--- src/rtl/if_id_skid_buffer.sv ---
// if_id_skid_buffer
//   Two-entry IF/ID buffer between instruction fetch and decode. The output
//   register (OUT) drives decode; the skid register (SKID) catches the one
//   fetch already in flight when decode stalls. Fetch is backpressured with a
//   registered ready, and a branch/jump flush discards everything held.
//
// Ports
//   fd_clk        clock, rising edge
//   fd_rst        asynchronous active-low reset
//   fd_i_instr    instruction from fetch
//   fd_i_pc       PC of that instruction
//   fd_i_ce       fetch output valid
//   fd_o_ready    buffer can accept next cycle (fetch gates its enable with it)
//   fd_i_stall    decode/hazard stall, OUT is not consumed
//   fd_i_flush    discard all entries (taken branch/jump)
//   fd_o_instr    instruction to decode
//   fd_o_pc       PC to decode
//   fd_o_ce       fd_o_instr/fd_o_pc valid
//   fd_o_count    entries held, 0..2
//   fd_o_overflow one-cycle pulse: fd_i_ce arrived while not ready, input dropped

module if_id_skid_buffer #(
  parameter int IWIDTH   = 32,
  parameter int PC_WIDTH = 32
) (
  input  logic                fd_clk,
  input  logic                fd_rst,
  input  logic [IWIDTH-1:0]   fd_i_instr,
  input  logic [PC_WIDTH-1:0] fd_i_pc,
  input  logic                fd_i_ce,
  output logic                fd_o_ready,
  input  logic                fd_i_stall,
  input  logic                fd_i_flush,
  output logic [IWIDTH-1:0]   fd_o_instr,
  output logic [PC_WIDTH-1:0] fd_o_pc,
  output logic                fd_o_ce,
  output logic [1:0]          fd_o_count,
  output logic                fd_o_overflow
);

  logic [IWIDTH-1:0]   r_out_instr;
  logic [PC_WIDTH-1:0] r_out_pc;
  logic                r_out_valid;
  logic [IWIDTH-1:0]   r_skid_instr;
  logic [PC_WIDTH-1:0] r_skid_pc;
  logic                r_skid_valid;
  logic                r_ready;
  logic                r_overflow;

  logic [IWIDTH-1:0]   w_out_instr_nxt;
  logic [PC_WIDTH-1:0] w_out_pc_nxt;
  logic                w_out_valid_nxt;
  logic [IWIDTH-1:0]   w_skid_instr_nxt;
  logic [PC_WIDTH-1:0] w_skid_pc_nxt;
  logic                w_skid_valid_nxt;
  logic                w_accept;
  logic                w_pop;

  assign w_accept = fd_i_ce & r_ready;
  assign w_pop    = r_out_valid & ~fd_i_stall;

  // OUT is always older than SKID, and SKID is only ever filled while OUT is
  // full, so "OUT empty" implies "SKID empty".
  always_comb begin
    w_out_instr_nxt  = r_out_instr;
    w_out_pc_nxt     = r_out_pc;
    w_out_valid_nxt  = r_out_valid;
    w_skid_instr_nxt = r_skid_instr;
    w_skid_pc_nxt    = r_skid_pc;
    w_skid_valid_nxt = r_skid_valid;

    if (fd_i_flush) begin
      // Present a NOP to decode and drop any fetch arriving this cycle.
      w_out_instr_nxt  = '0;
      w_out_pc_nxt     = '0;
      w_out_valid_nxt  = 1'b0;
      w_skid_valid_nxt = 1'b0;
    end else if (!r_out_valid) begin
      if (w_accept) begin
        w_out_instr_nxt = fd_i_instr;
        w_out_pc_nxt    = fd_i_pc;
        w_out_valid_nxt = 1'b1;
      end
    end else if (w_pop) begin
      if (r_skid_valid) begin
        // ready is low here, so no new fetch can compete with the skid entry
        w_out_instr_nxt  = r_skid_instr;
        w_out_pc_nxt     = r_skid_pc;
        w_skid_valid_nxt = 1'b0;
      end else if (w_accept) begin
        w_out_instr_nxt = fd_i_instr;
        w_out_pc_nxt    = fd_i_pc;
      end else begin
        w_out_valid_nxt = 1'b0;
      end
    end else if (w_accept) begin
      w_skid_instr_nxt = fd_i_instr;
      w_skid_pc_nxt    = fd_i_pc;
      w_skid_valid_nxt = 1'b1;
    end
  end

  always_ff @(posedge fd_clk or negedge fd_rst) begin
    if (!fd_rst) begin
      r_out_instr  <= '0;
      r_out_pc     <= '0;
      r_out_valid  <= 1'b0;
      r_skid_instr <= '0;
      r_skid_pc    <= '0;
      r_skid_valid <= 1'b0;
      r_ready      <= 1'b1;
      r_overflow   <= 1'b0;
    end else begin
      r_out_instr  <= w_out_instr_nxt;
      r_out_pc     <= w_out_pc_nxt;
      r_out_valid  <= w_out_valid_nxt;
      r_skid_instr <= w_skid_instr_nxt;
      r_skid_pc    <= w_skid_pc_nxt;
      r_skid_valid <= w_skid_valid_nxt;
      // Registered from the next SKID state so fetch sees it a cycle ahead.
      r_ready      <= ~w_skid_valid_nxt;
      r_overflow   <= fd_i_ce & ~r_ready & ~fd_i_flush;
    end
  end

  assign fd_o_instr    = r_out_instr;
  assign fd_o_pc       = r_out_pc;
  assign fd_o_ce       = r_out_valid;
  assign fd_o_ready    = r_ready;
  assign fd_o_count    = {1'b0, r_out_valid} + {1'b0, r_skid_valid};
  assign fd_o_overflow = r_overflow;

endmodule
--- config.mk ---
export PLATFORM = sky130hd
export DESIGN_NAME = if_id_skid_buffer
export DESIGN_NICKNAME = d
export VERILOG_FILES = /design/src/rtl/if_id_skid_buffer.sv
export SDC_FILE = /design/constraint.sdc
export NUM_CORES = 1
export LEC_CHECK = 0
export ABC_AREA = 1
export CORE_MARGIN = 3
export CORE_UTILIZATION = 30
export CTS_CLUSTER_DIAMETER = 200
export DETAILED_ROUTE_END_ITERATION = 10
export GPL_ROUTABILITY_DRIVEN = 0
export SLEW_MARGIN = 20
export SYNTH_ARGS = -nofsm -noshare
export SYNTH_HDL_FRONTEND = slang
export SYNTH_SLANG_ARGS = --single-unit
export TNS_END_PERCENT = 1
--- constraint.sdc ---
create_clock -name fd_clk -period 1.2 [get_ports fd_clk]
set_input_delay 0.3 -clock fd_clk [delete_from_list [all_inputs] [get_ports fd_clk]]
set_output_delay 0.3 -clock fd_clk [all_outputs]
set_load 0.05 [all_outputs]
Yosys cells after proc, flatten, opt, wreduce, memory -nomap -nowiden:

Cells that the tools add are included.

* mux-type cells: 19
* bitwise logic cells: 9
* $add $sub $neg: 1
* eq/ne operators: 1
* reduce and logical (&&, ||, !) cells: 1

Operators by type and width (count)
* $mux 32: 10
* $mux 1: 9
* $not 1->1: 5
* $and 1x1->1: 4
* $reduce_and 4->1: 1
* $ne 3x2->1 const B: 1
* $add 1x1->2: 1

* input port bits: 69
* bits in registers: 132
* logic and storage cells: 39

Depth between registers and ports, before layout:

* word-level depth: 6
* gate-level depth with buffers: 7
* mapped depth without buffers: 5

Worst setup path before layout:

OpenSTA, ideal clock, no wires.

* kind: register to output
* from: register r_out_valid, in the netlist fd_o_ce
* to: output fd_o_count[0]
* stages on the path, launching flop included: 2
* arrival time: 1231 ps
* path buffers: 0
* data required time: 900 ps
* path slack: -331 ps
* cells stage by stage: dfrtp_1 > ha_1

* word-level cells in the longest chain between the ends: 1

Ends and longest elaborated chain
* start, declared: line 43 `logic r_out_valid;`
* start signal, assigned: line 116 `r_out_valid <= w_out_valid_nxt;`
* $add 1x1->2: line 130 `assign fd_o_count = {1'b0, r_out_valid} + {1'b0, r_skid_valid};`
* end, declared: line 37 `output logic [1:0] fd_o_count,`

Every way passes these cells.

Worst setup path after layout:

Ends and elaborated chain as after synthesis.

==> impl_metrics.tcl <==
set metrics [dict create \
    status "finished with violations" \
    violations "setup timing" \
    reg2reg_slack_ns -0.29 \
    clock_skew_ns 0.00941 \
    fin_cells 1367 \
    final_max_slew_viol_count 0 \
    hold_violations 0 \
    dpl.hpwl_microns 13100 \
    ys_ff_latch 132 \
    syn_area_sq_um 6740 \
    ys_seq_area_frac 0.491 \
    r2r_end "r_skid_instr[26]" \
    async_flop_share 1.00 \
    grt_use_met2 0.290 \
    ys_types 16 \
    muxShareOfSynthArea 0 \
    drcViolationCount 0 \
    fmax_mhz 644 \
    grt_max_degree 62 \
    synth_flop_cell "dfrtp_1" \
    fin_ws_ns -0.353 \
    overflow 0 \
    busiest_layer "met2" \
    synth.most_common_cell "nand2_1" \
    synth_largest_area_cell "dfrtp_1" \
    synthCells 924 \
    dr.pass1.iters 5 \
    area_growth_pct 54.2 \
    worstSetupEndpointType "output pin" \
    cts_tree "done" \
    synth_fa_ha_area_frac 0.00186 \
    num_vias 6650 \
    fin_nets 1144 \
    vias_per_cell 4.86 \
    synth-xor-area-share 0 \
    diodes 0 \
    synth_edf_count 0 \
    wirelength_microns 21500 \
    drv_cap 0 \
    synth_top_family_by_area "simple AND/OR/NAND/NOR gates" \
    ys.warnings.count 0 \
    gr-usage-met3 0.0383 \
    ant_nets 0 \
    reg2regPathDepth 8 \
    period_share 1.29 \
    rsz0062_at_grt "true" \
    cts_sinks 132 \
    ios 138 \
    cts-htree-levels 4 \
    start_util 0.307 \
    synth-compound-area-share 0.00186 \
    dp.cells 1320 \
    cp_data_required_time_ns 0.90 \
    drive_gt1_frac 0.180 \
    clock_latency_ns 0.41 \
    netlist_top_cells_count "389 x nand2_1, 193 x nand3_1, 131 x dfrtp_1, 131 x nor2_1, 39 x buf_2" \
    coreArea_sq_um 22000 \
    clock-root-buffer "clkbuf_16" \
    dr.first_iter.drc_count 512 \
    powerDensity_nw_per_um2 1350 \
    gr-usage-all-layers 0.172 \
    final_util 0.473 \
    vdd_drop_max_v 0.000826 \
    cts_buffers 17 \
    syn-num-nets 994 \
    cellLeakagePower_nw 5.29 \
    hp-class "in2async" \
    path_max_fanout 2 \
    arrival_ns 1.25 \
    maxSlewHeadroom 0.754 \
    met1_usage 0.227 \
    clk_pin_slew_ns 0.06 \
    layout_min_cycle_time_ns 1.55 \
    fp.dieH_microns 156 \
    synth_area_leaders "dfrtp_1 49%, nand2_1 22%, nand3_1 14%, nor2_1 7.3%, buf_2 2.9%" \
    die_area_sq_um 24300 \
    synth.avg_cell_area_sq_um 7.29 \
    dieWidth_microns 156 \
    wl_per_cell_microns 15.7 \
    r2r_start "fd_o_ce" \
    grt_first_pass_wirelength_microns 33900 \
    clockBufferDepth 2 \
    port_buffers 137 \
    setup_violations 200 \
    synth_top_area_frac 0.487 \
    grt_pass1_vias 6428 \
    antenna_found_initial 0 \
    tightestPinTransition_ns 0.369 \
    rows 54 \
    path_class "reg2out" \
    start_kind "flop" \
    synth-simple-area-share 0.438 \
]
layer usage:
| metal | share of wire | routed length [microns] | vias to the layer above |
|---|---|---|---|
| met4 | 0.0071 | 152 | 0 |
| met5 | 0 | 0 | - |
| met1 | 0.44 | 9400 | 3192 |
| met3 | 0.054 | 1160 | 12 |
| met2 | 0.50 | 10800 | 215 |
| li1 | - | - | 3231 |
through the flow:
stage	cell area, sq um	setup WS, ns	TNS, ns	total power [W]	hold slack, ns
finish	10400	-0.353	-38.41	0.0141	0.303
global route	10400	-0.387	-50.79	0.0147	0.305
global placement	9390	-0.428	-50.98	0.00857	0.165
floorplan	6790	-0.210	-25.81	0.00709	0.00441
CTS	10100	-0.374	-35.61	0.0141	0.284
detailed placement	9390	-0.454	-54.04	0.00864	0.165
sequential cells by signal, indices dropped and copies added (netlist names):
signal and cells:
fd_o_overflow 1, r_skid_instr 32, fd_o_instr 32, r_skid_pc 32, fd_o_pc 32, r_skid_valid 1
fd_o_ce 1, fd_o_ready 1
layout make-up:
cell class | count | area [sq um]
repair buffers | 199 | 3010
multi-input cells | 720 | 3090
clock inverters | 9 | 128
clock buffers | 23 | 468
flip-flops and latches | 132 | 3320
well taps | 280 | 350
fillers | 2056 | 11600
inverters | 4 | 17.5
report_power, final:
part / switching, W / total (W) / internal [W]
Sequential: 0.000500 / 0.00562 / 0.00512
Combinational: 0.00164 / 0.00309 / 0.00144
Clock: 0.00198 / 0.00535 / 0.00337
Total: 0.00412 / 0.0141 / 0.00993
worst max-delay path by stage:
| stage | start | to | slack [ns] | cells past startpoint |
|---|---|---|---|---|
| floorplan | fd_o_ready | fd_o_pc[18] | -0.21 | 7 |
| global placement | fd_i_flush | fd_o_instr[18] | -0.43 | 7 |
| detailed placement | fd_i_stall | r_skid_pc[12] | -0.45 | 7 |
| CTS | fd_o_ce | fd_o_count[0] | -0.37 | 2 |
| global route | fd_o_ce | fd_o_count[0] | -0.39 | 2 |
| finish | fd_o_ce | fd_o_count[0] | -0.35 | 2 |
worst max-delay path: stages (launching register included):
cell and delay (ns):
dfrtp_2 0.43, ha_4 0.28, buf_12 0.12
cell families (layout without fill, tap and decap cells):
family | count (synthesis) | after routing
DFF | 132 | 132
buffers and inverters | 72 | 235
AOI/OAI and AO/OA | 2 | 2
adders and majority gates | 1 | 1
and+or+nand+nor | 717 | 717
cells in the final DEF, fill, tap and decap left out, types with 2 or more instances in the layout:
master	instances
dfrtp_2	14
clkbuf_1	4
clkinv_4	2
nand2_8	3
nand2_1	381
nand3_2	6
nand2_2	6
bufinv_16	3
clkbuf_16	22
nand3_1	187
buf_6	9
dfrtp_1	117
nand2_4	2
clkdlybuf4s50_1	66
buf_12	95
clkbuf_8	2
inv_1	3
buf_8	3
nor2_1	130
clkinv_2	4
buf_4	18
timing repair:
action / in CTS / in global routing
hold endpoints to repair: 35 / 0
setup buffers: 5 / 3
hold buffers: 1 / 0
pin swaps: 11 / 29
gates resized for setup: 20 / 32
cloned: 0 / 6
endpoints found under the setup margin: 198 / 201
No activity file was read; power rests on OpenSTA's default activity.
